**config.mk**
```make
export PLATFORM = sky130hd
export DESIGN_NAME = axi_ax_arbiter
export DESIGN_NICKNAME = d
export VERILOG_FILES = /design/src/rtl/axi_pkg.sv /design/src/rtl/axi_ax_arbiter.sv
export SDC_FILE = /design/constraint.sdc
export NUM_CORES = 1
export LEC_CHECK = 0
export CAP_MARGIN = 30
export CORE_AREA = 2 2 39 41
export CTS_CLUSTER_DIAMETER = 150
export CTS_CLUSTER_SIZE = 12
export DETAILED_ROUTE_END_ITERATION = 7
export DIE_AREA = 0 0 41 43
export PLACE_DENSITY = 0.42
export SLEW_MARGIN = 30
export SYNTH_ARGS = -nofsm -noshare
export SYNTH_HDL_FRONTEND = slang
export SYNTH_SLANG_ARGS = --single-unit
```
**constraint.sdc**
```tcl
create_clock -name ACLK -period 1.9 [get_ports ACLK]
set_clock_uncertainty 0.2 [all_clocks]
set_input_delay 0.285 -clock ACLK [delete_from_list [all_inputs] [get_ports ACLK]]
set_output_delay 0.285 -clock ACLK [all_outputs]
set_load 0.02 [all_outputs]
```
**src/rtl/axi_pkg.sv**
```systemverilog
// ============================================================================
// axi_pkg : shared AXI definitions (widths, master count, arbiter state enum)
// Revision: 1.0
// ============================================================================
`default_nettype none

package axi_pkg;

  localparam int unsigned AXI_ADDR_W      = 32;
  localparam int unsigned AXI_DATA_W      = 64;
  localparam int unsigned AXI_ID_W        = 4;
  localparam int unsigned AXI_LEN_W       = 8;
  localparam int unsigned AXI_NUM_MASTERS = 2;

  typedef enum logic [1:0] {
    IDLE = 2'd0,
    ADDR = 2'd1,
    DATA = 2'd2
  } arb_state_e;

endpackage

`default_nettype wire

```
**src/rtl/axi_ax_arbiter.sv**
```systemverilog
// ============================================================================
// axi_ax_arbiter : two-master round-robin arbiter for one AXI address channel
// Revision: 1.0
// ============================================================================
`default_nettype none

module axi_ax_arbiter
  import axi_pkg::*;
#(
  parameter bit W_LOCK = 1'b0
) (
  input  logic ACLK,
  input  logic ARESET,
  input  logic AxVALID_M0,
  input  logic AxVALID_M1,
  input  logic AxREADY_S,
  input  logic WVALID,
  input  logic WREADY,
  input  logic WLAST,
  output logic gnt,
  output logic AxREADY_M0,
  output logic AxREADY_M1,
  output logic w_open,
  output logic busy
);

  arb_state_e                 state;
  logic                       rr_ptr;
  logic                       wlast_seen;
  logic [AXI_NUM_MASTERS-1:0] ax_valid;
  logic                       ax_hs;
  logic                       wlast_hs;

  assign ax_valid = {AxVALID_M1, AxVALID_M0};
  assign ax_hs    = ax_valid[gnt] & AxREADY_S;
  // W beats only matter for the AW copy; the AR copy never sees a WLAST.
  assign wlast_hs = W_LOCK & WVALID & WREADY & WLAST;

  // Ready depends only on state/gnt/slave ready, never on master valid.
  assign AxREADY_M0 = (state == ADDR) & ~gnt & AxREADY_S;
  assign AxREADY_M1 = (state == ADDR) &  gnt & AxREADY_S;
  assign w_open     = W_LOCK & ((state == ADDR) | (state == DATA));
  assign busy       = (state != IDLE);

  always_ff @(posedge ACLK) begin
    if (ARESET) begin
      state      <= IDLE;
      gnt        <= 1'b0;
      rr_ptr     <= 1'b0;
      wlast_seen <= 1'b0;
    end else begin
      case (state)
        IDLE: begin
          wlast_seen <= 1'b0;
          if (&ax_valid) begin
            gnt   <= rr_ptr;
            state <= ADDR;
          end else if (|ax_valid) begin
            gnt   <= AxVALID_M1;
            state <= ADDR;
          end
        end
        ADDR: begin
          if (ax_hs) begin
            rr_ptr <= ~gnt;
            // W data may have fully led the address; then no DATA phase.
            if (!W_LOCK || wlast_seen || wlast_hs) begin
              state      <= IDLE;
              wlast_seen <= 1'b0;
            end else begin
              state <= DATA;
            end
          end else if (wlast_hs) begin
            wlast_seen <= 1'b1;
          end
        end
        DATA: begin
          if (wlast_hs) begin
            state      <= IDLE;
            wlast_seen <= 1'b0;
          end
        end
        default: begin
          state <= IDLE;
        end
      endcase
    end
  end

endmodule

`default_nettype wire

```
==> summary.txt <==
Route
  – DRT antenna net count: 0
  – # DRC: 0
  – TritonRoute pass-1 iters: 2
  – DR vias/cell: 3.58
  – Initial DRC Count: 2
  – Routed len/inst: 8.40 um
  – Total Wirelength: 403 um
  – Routed vias: 172

Logic synthesis
  – Mux share of post-synthesis cell area: 6.35%
  – Complex-gate fraction of the synthesized area: 26.2%
  – Synth warn: 0
  – Post-synthesis adder-cell area fraction: 0%
  – Post-synth net total: 28
  – Netlist cell types: 15
  – Mapped Area: 158 um2
  – Mapped Cells: 20
  – Synthesized flop and latch total: 3
  – XOR/XNOR share of the synthesized area: 0%
  – Mean Syn Cell Area: 7.88 um2
  – Largest area contributor in the netlist: dfxtp_1
  – Top-area cell type share of the netlist area: 38.1%
  – Main combinational cell family by area after synthesis: compound AO/OA/AOI/OAI gates
  – Simple-gate portion of the synthesized area: 17.5%
  – Seq/Total Area, Yosys: 38.1%
  – Area contributors post-synth: dfxtp_1 38%, nor2_1 7.1%, mux2i_1 6.3%

Hold path
  – HP Class: reg -> reg
  – Hold_sp: rr_ptr
  – Hold Path Depth: 2
  – Hold Crit Endpoint: rr_ptr

Clock tree
  – Clk sinks: 3
  – Setup Buffers After CTS: 0
  – Hold buffer count at cts: 0
  – Clock Tree Buf Depth: 2
  – Root Driver: clkbuf_4
  – Clock-pin slew on the worst setup and hold paths: 0.04 ns
  – Num CTS Buffers: 3
  – Worst-skew pair later-pin latency: 0.23 ns
  – CTS H-tree depth: 1
  – TritonCTS clock tree: yes

Timing
  – Achievable Freq: 560 MHz
  – RSZ-0062 raised after global routing: false
  – Clock period minus worst slack: 1.79 ns
  – Final setup vio count: 0
  – Hold WS: 0.336 ns
  – Final period utilization: 94.0%
  – Setup TNS Final: 0 ns
  – Slew Limit Fails: 0
  – Final Hold Fails: 0

Setup path
  – Reg2Reg Depth: 3
  – CP endpoint kind: output pin
  – RR Endpoint: state[0]
  – Slowest CP cell: clkdlybuf4s50_1
  – Req. time, crit path: 1.41 ns
  – CP max stage delay: 0.64 ns
  – Origin of the critical flop-to-flop path: gnt
  – Worst path bufs/invs: 1
  – CP delay by family, top: buffers and inverters
  – R2R Setup Slk: 0.82 ns
  – Worst-path cell chain: clkdlybuf4s50_1
  – Critical path class: reg -> out
  – Critical Path Fanout Max: 8
  – WP data arrival: 1.30 ns
  – CP startpoint kind: flip-flop

Placement
  – PortBufs: 8
  – Dpl cells: 44
  – RePlAce Congestion: 0.649
  – Placement Cell Area: 258 um2

GRT
  – Congestion Overflow GR: 0
  – Vias in the first global route: 174
  – GRT Total Usage: 5.82%
  – Initial antenna violation count: 0
  – First-pass GRT wire length: 641 um
  – Largest net degree at the start of global routing: 9

Floorplanning
  – Core Rows: 14
  – Initial core utilization: 11.4%
  – Die ar.: 1760 um2
  – Die width: 41 um
  – I/O pin count: 13
  – Placeable Area: 1380 um2
  – Chip height: 43 um

Run status
  – Status: finished, final reports clean

Final layout
  – Most frequent cells in the layout: 6 x clkdlybuf4s50_1, 3 x nor2_1, 3 x clkbuf_4, 3 x dfxtp_1
  – Final net count: 41
  – Fillers: 165
  – Number of diodes: 0
  – Most common cell after layout, fill and taps aside: clkdlybuf4s50_1
  – Layout cells sized above 1: 15.6%
  – Design area: 282 um2
  – Fin cells: 48
  – Utilization after layout: 20.3%
  – Layout area overhead: 78.6%

Power and ir drop
  – PD cells: 836 nW/um2
  – Leak Pwr: 0.123 nW
  – VDD IR max: 0.000254 V

Flow run
  – Max_cap viols: 0
synth_stat cells:
master,count
inv_1,2
o21ai_0,1
o211ai_1,1
a2bb2oi_1,1
mux2i_1,1
and3_2,1
buf_4,1
nor2_1,3
o32ai_1,1
nand2_1,1
a21oi_1,1
dfxtp_1,3
conb_1,1
a31oi_1,1
nand3_1,1
what timing repair did:
action,4_1_cts,5_1_grt
endpoints found under the setup margin,2,0
endpoints found under the hold margin,0,0
gates resized for setup,2,0
final cells by class:
type | instances | area (um2) | share of cell area (%)
flip-flops and latches | 3 | 60.1 | 21.3
clock buffers | 4 | 26.3 | 9.33
well taps | 16 | 20.0 | 7.11
inverters | 2 | 7.51 | 2.67
repair buffers | 9 | 85.1 | 30.2
multi-input cells | 14 | 82.6 | 29.3
power breakdown:
group / leakage, nW / switching (mW) / internal (mW)
clock: 0.0150 / 0.0324 / 0.0787
sequential: 0.0249 / 0.00751 / 0.0695
combinational: 0.0827 / 0.0219 / 0.0255
total: 0.123 / 0.0618 / 0.174
per-stage QoR:
step	power (mW)	setup WS, ns
2_1_floorplan	0.102	0.504
3_3_place_gp	0.126	-0.166
3_5_place_dp	0.127	-0.159
4_1_cts	0.242	0.0913
5_1_grt	0.253	0.0425
6_report	0.235	0.115
routing by layer:
metal | global-route usage [%] | share of wire [%]
met1 | 6.41 | 47
met2 | 7.19 | 41
met3 | 3.14 | 11
met4 | 6.00 | 0
met5 | 0 | 0
state kept, by name (all words and copies together), names as in the netlist:
| name | flops |
|---|---|
| rr_ptr | 1 |
| gnt | 1 |
| state | 1 |
kinds of logic after synthesis:
family                 Yosys count
AOI/OAI and AO/OA                6
and+or+nand+nor                  6
DFF                              3
buffers and inverters            3
muxes                            1
other                            1
how the worst max path moves through the flow:
stage,start,end,slack (ns),cells past startpoint
after floorplan,state[0],AxREADY_M0,0.50,2
after global placement,AxREADY_S,AxREADY_M0,-0.17,4
after detailed placement,AxREADY_S,AxREADY_M0,-0.16,4
after CTS,state[0],busy,0.09,1
after global routing,state[0],busy,0.04,1
final,state[0],busy,0.11,1
Note: power is estimated with default switching activity, not from simulation.
==> RTL edit, RTL diff (config.mk and constraints unchanged) <==
Change the parameter `W_LOCK` from 1'b0 to 1'b1.
--- a/src/rtl/axi_ax_arbiter.sv
+++ b/src/rtl/axi_ax_arbiter.sv
@@ -8,5 +8,5 @@
   import axi_pkg::*;
 #(
-  parameter bit W_LOCK = 1'b0
+  parameter bit W_LOCK = 1'b1
 ) (
   input  logic ACLK,
Function: changed (a bounded check fails within 4 cycles, from zero or initial values and one cycle with ARESET high).
==> RTL edit against the original RTL <==
Design area is 93% higher; sequential share of layout area is 2.9 points lower; count of clock-buffer cells in the layout stayed put; wire length up 120%; maximum frequency decreased by 0.21%; power up 77%; synthesized area grew 120%; die area is the same; register-to-register slack worse by 0.58 ns; combinational power rose to 3.5 times the old value; synthesized cell count is 110% higher; setup slack worse by 0.0037 ns; sequential cell count up 2; critical path type unchanged; largest power group is now combinational cells.
==> RTL edit: results (changes against the original RTL) <==
| Metric | Value |
|---|---|
| Run status | `finished, final reports clean` |
| Pwr Total | `416 uW (+77%)` |
| Initial DRT Pass Iterations | `4 (+2)` |
| Slowest CP cell | `dfxtp_1` |
| Syn Nets | `54 (+93%)` |
| Gpl congestion | `0.803 (+24%)` |
| Nets | `76 (+85%)` |
| Final cell count without fillers | `78 (+63%)` |
| Place WS | `-0.191 ns (-0.0314 ns)` |
| Clock network power share | `29.7% (-18 points)` |
| Seq. pwr | `127 uW (+65%)` |
| Sequential-to-total area share from yosys stat | `28.4% (-9.7 points)` |
| WL/cell | `11.2 um (+33%)` |
| Leak pwr | `0.000254 uW (+110%)` |
| Syn_area_per_cell | `8.61 um^2 (+9.2%)` |
| Inst Count DP | `74 (+68%)` |
| Post-synth top cells | `nor2_1, dfxtp_1, ha_1, inv_1` |
| Number of port buffers | `12 (+4)` |
| Share of layout cells above drive strength 1 | `19.4% (+3.7 points)` |
| Crit path largest cell delay | `0.35 ns (-0.29 ns)` |
| Largest net degree at the start of global routing | `8 (-1)` |
| Worst Path Max Fanout | `4 (-4)` |
| Post-synth cell types | `20 (+5)` |
| Top post-synthesis cells by area | `dfxtp_1, ha_1, nor2_1, mux2i_1, inv_1` |
| FF/Latch Area | `100 um^2 (+67%)` |
| Top pwr grp | `combinational cells` |
| Pint | `277 uW (+60%)` |
| Placed cell area | `531 um^2 (+110%)` |
| Gr usage total | `12.4% (+6.5 points)` |
[RTL edit: cell types whose count changed after synthesis, sizes merged, moves of 2 or more]
cell	before	now
nor2	3	7
inv	2	5
dfxtp	3	5
ha	0	5
[RTL edit: worst max-delay path: cells and delay by family, from the launching register on]
family                     cells  cell delay [ns]
adders and majority gates      1             0.29
buffers and inverters          2             0.42
DFF                            1             0.35
[RTL edit: logic make-up (layout without fill, tap and decap cells)]
| logic type | count (synthesis) | in the layout | synth area share, % |
|---|---|---|---|
| adders and majority gates | 5 | 5 | 17.7 |
| muxes | 2 | 2 | 5.67 |
| buffers and inverters | 5 | 26 | 5.32 |
| AOI/OAI and AO/OA | 10 | 10 | 24.8 |
| DFF | 5 | 5 | 28.4 |
| and+or+nand+nor | 14 | 14 | 18.1 |
[RTL edit: layer usage]
| metal | vias up | track usage (%) | wire (um) |
|---|---|---|---|
| met1 | 175 | 14.5 | 378 |
| met2 | 10 | 18.8 | 417 |
| met4 | 0 | 10.0 | 24 |
| met3 | 4 | 1.57 | 49 |
| met5 | - | 0 | 0 |
| li1 | 189 | - | - |
[RTL edit: final cells by class]
cell class                      count  area share, %
Timing Repair Buffer               17           26.7
Multi-Input combinational cell     31           43.0
Tap cell                           16           3.68
Clock buffer                        4           4.83
Inverter                            5           3.45
Sequential cell                     5           18.4
[RTL edit: repair_timing]
action | CTS | global route
gates cloned | 0 | 0
endpoints found under the setup margin | 4 | 2
resized for setup | 4 | 4
pin swaps | 0 | 0
setup buffers | 0 | 0
[RTL edit: path summary, 6_finish.rpt]
check | endpoint | slack (ns) | startpoint | cells after the start
worst max-delay path | w_open | 0.11 | state[0] | 3
worst min-delay path | rr_ptr | 0.30 | rr_ptr | 2
worst max register to register | wlast_seen | 0.24 | state[0] | 6
worst min register to register | rr_ptr | 0.30 | rr_ptr | 2
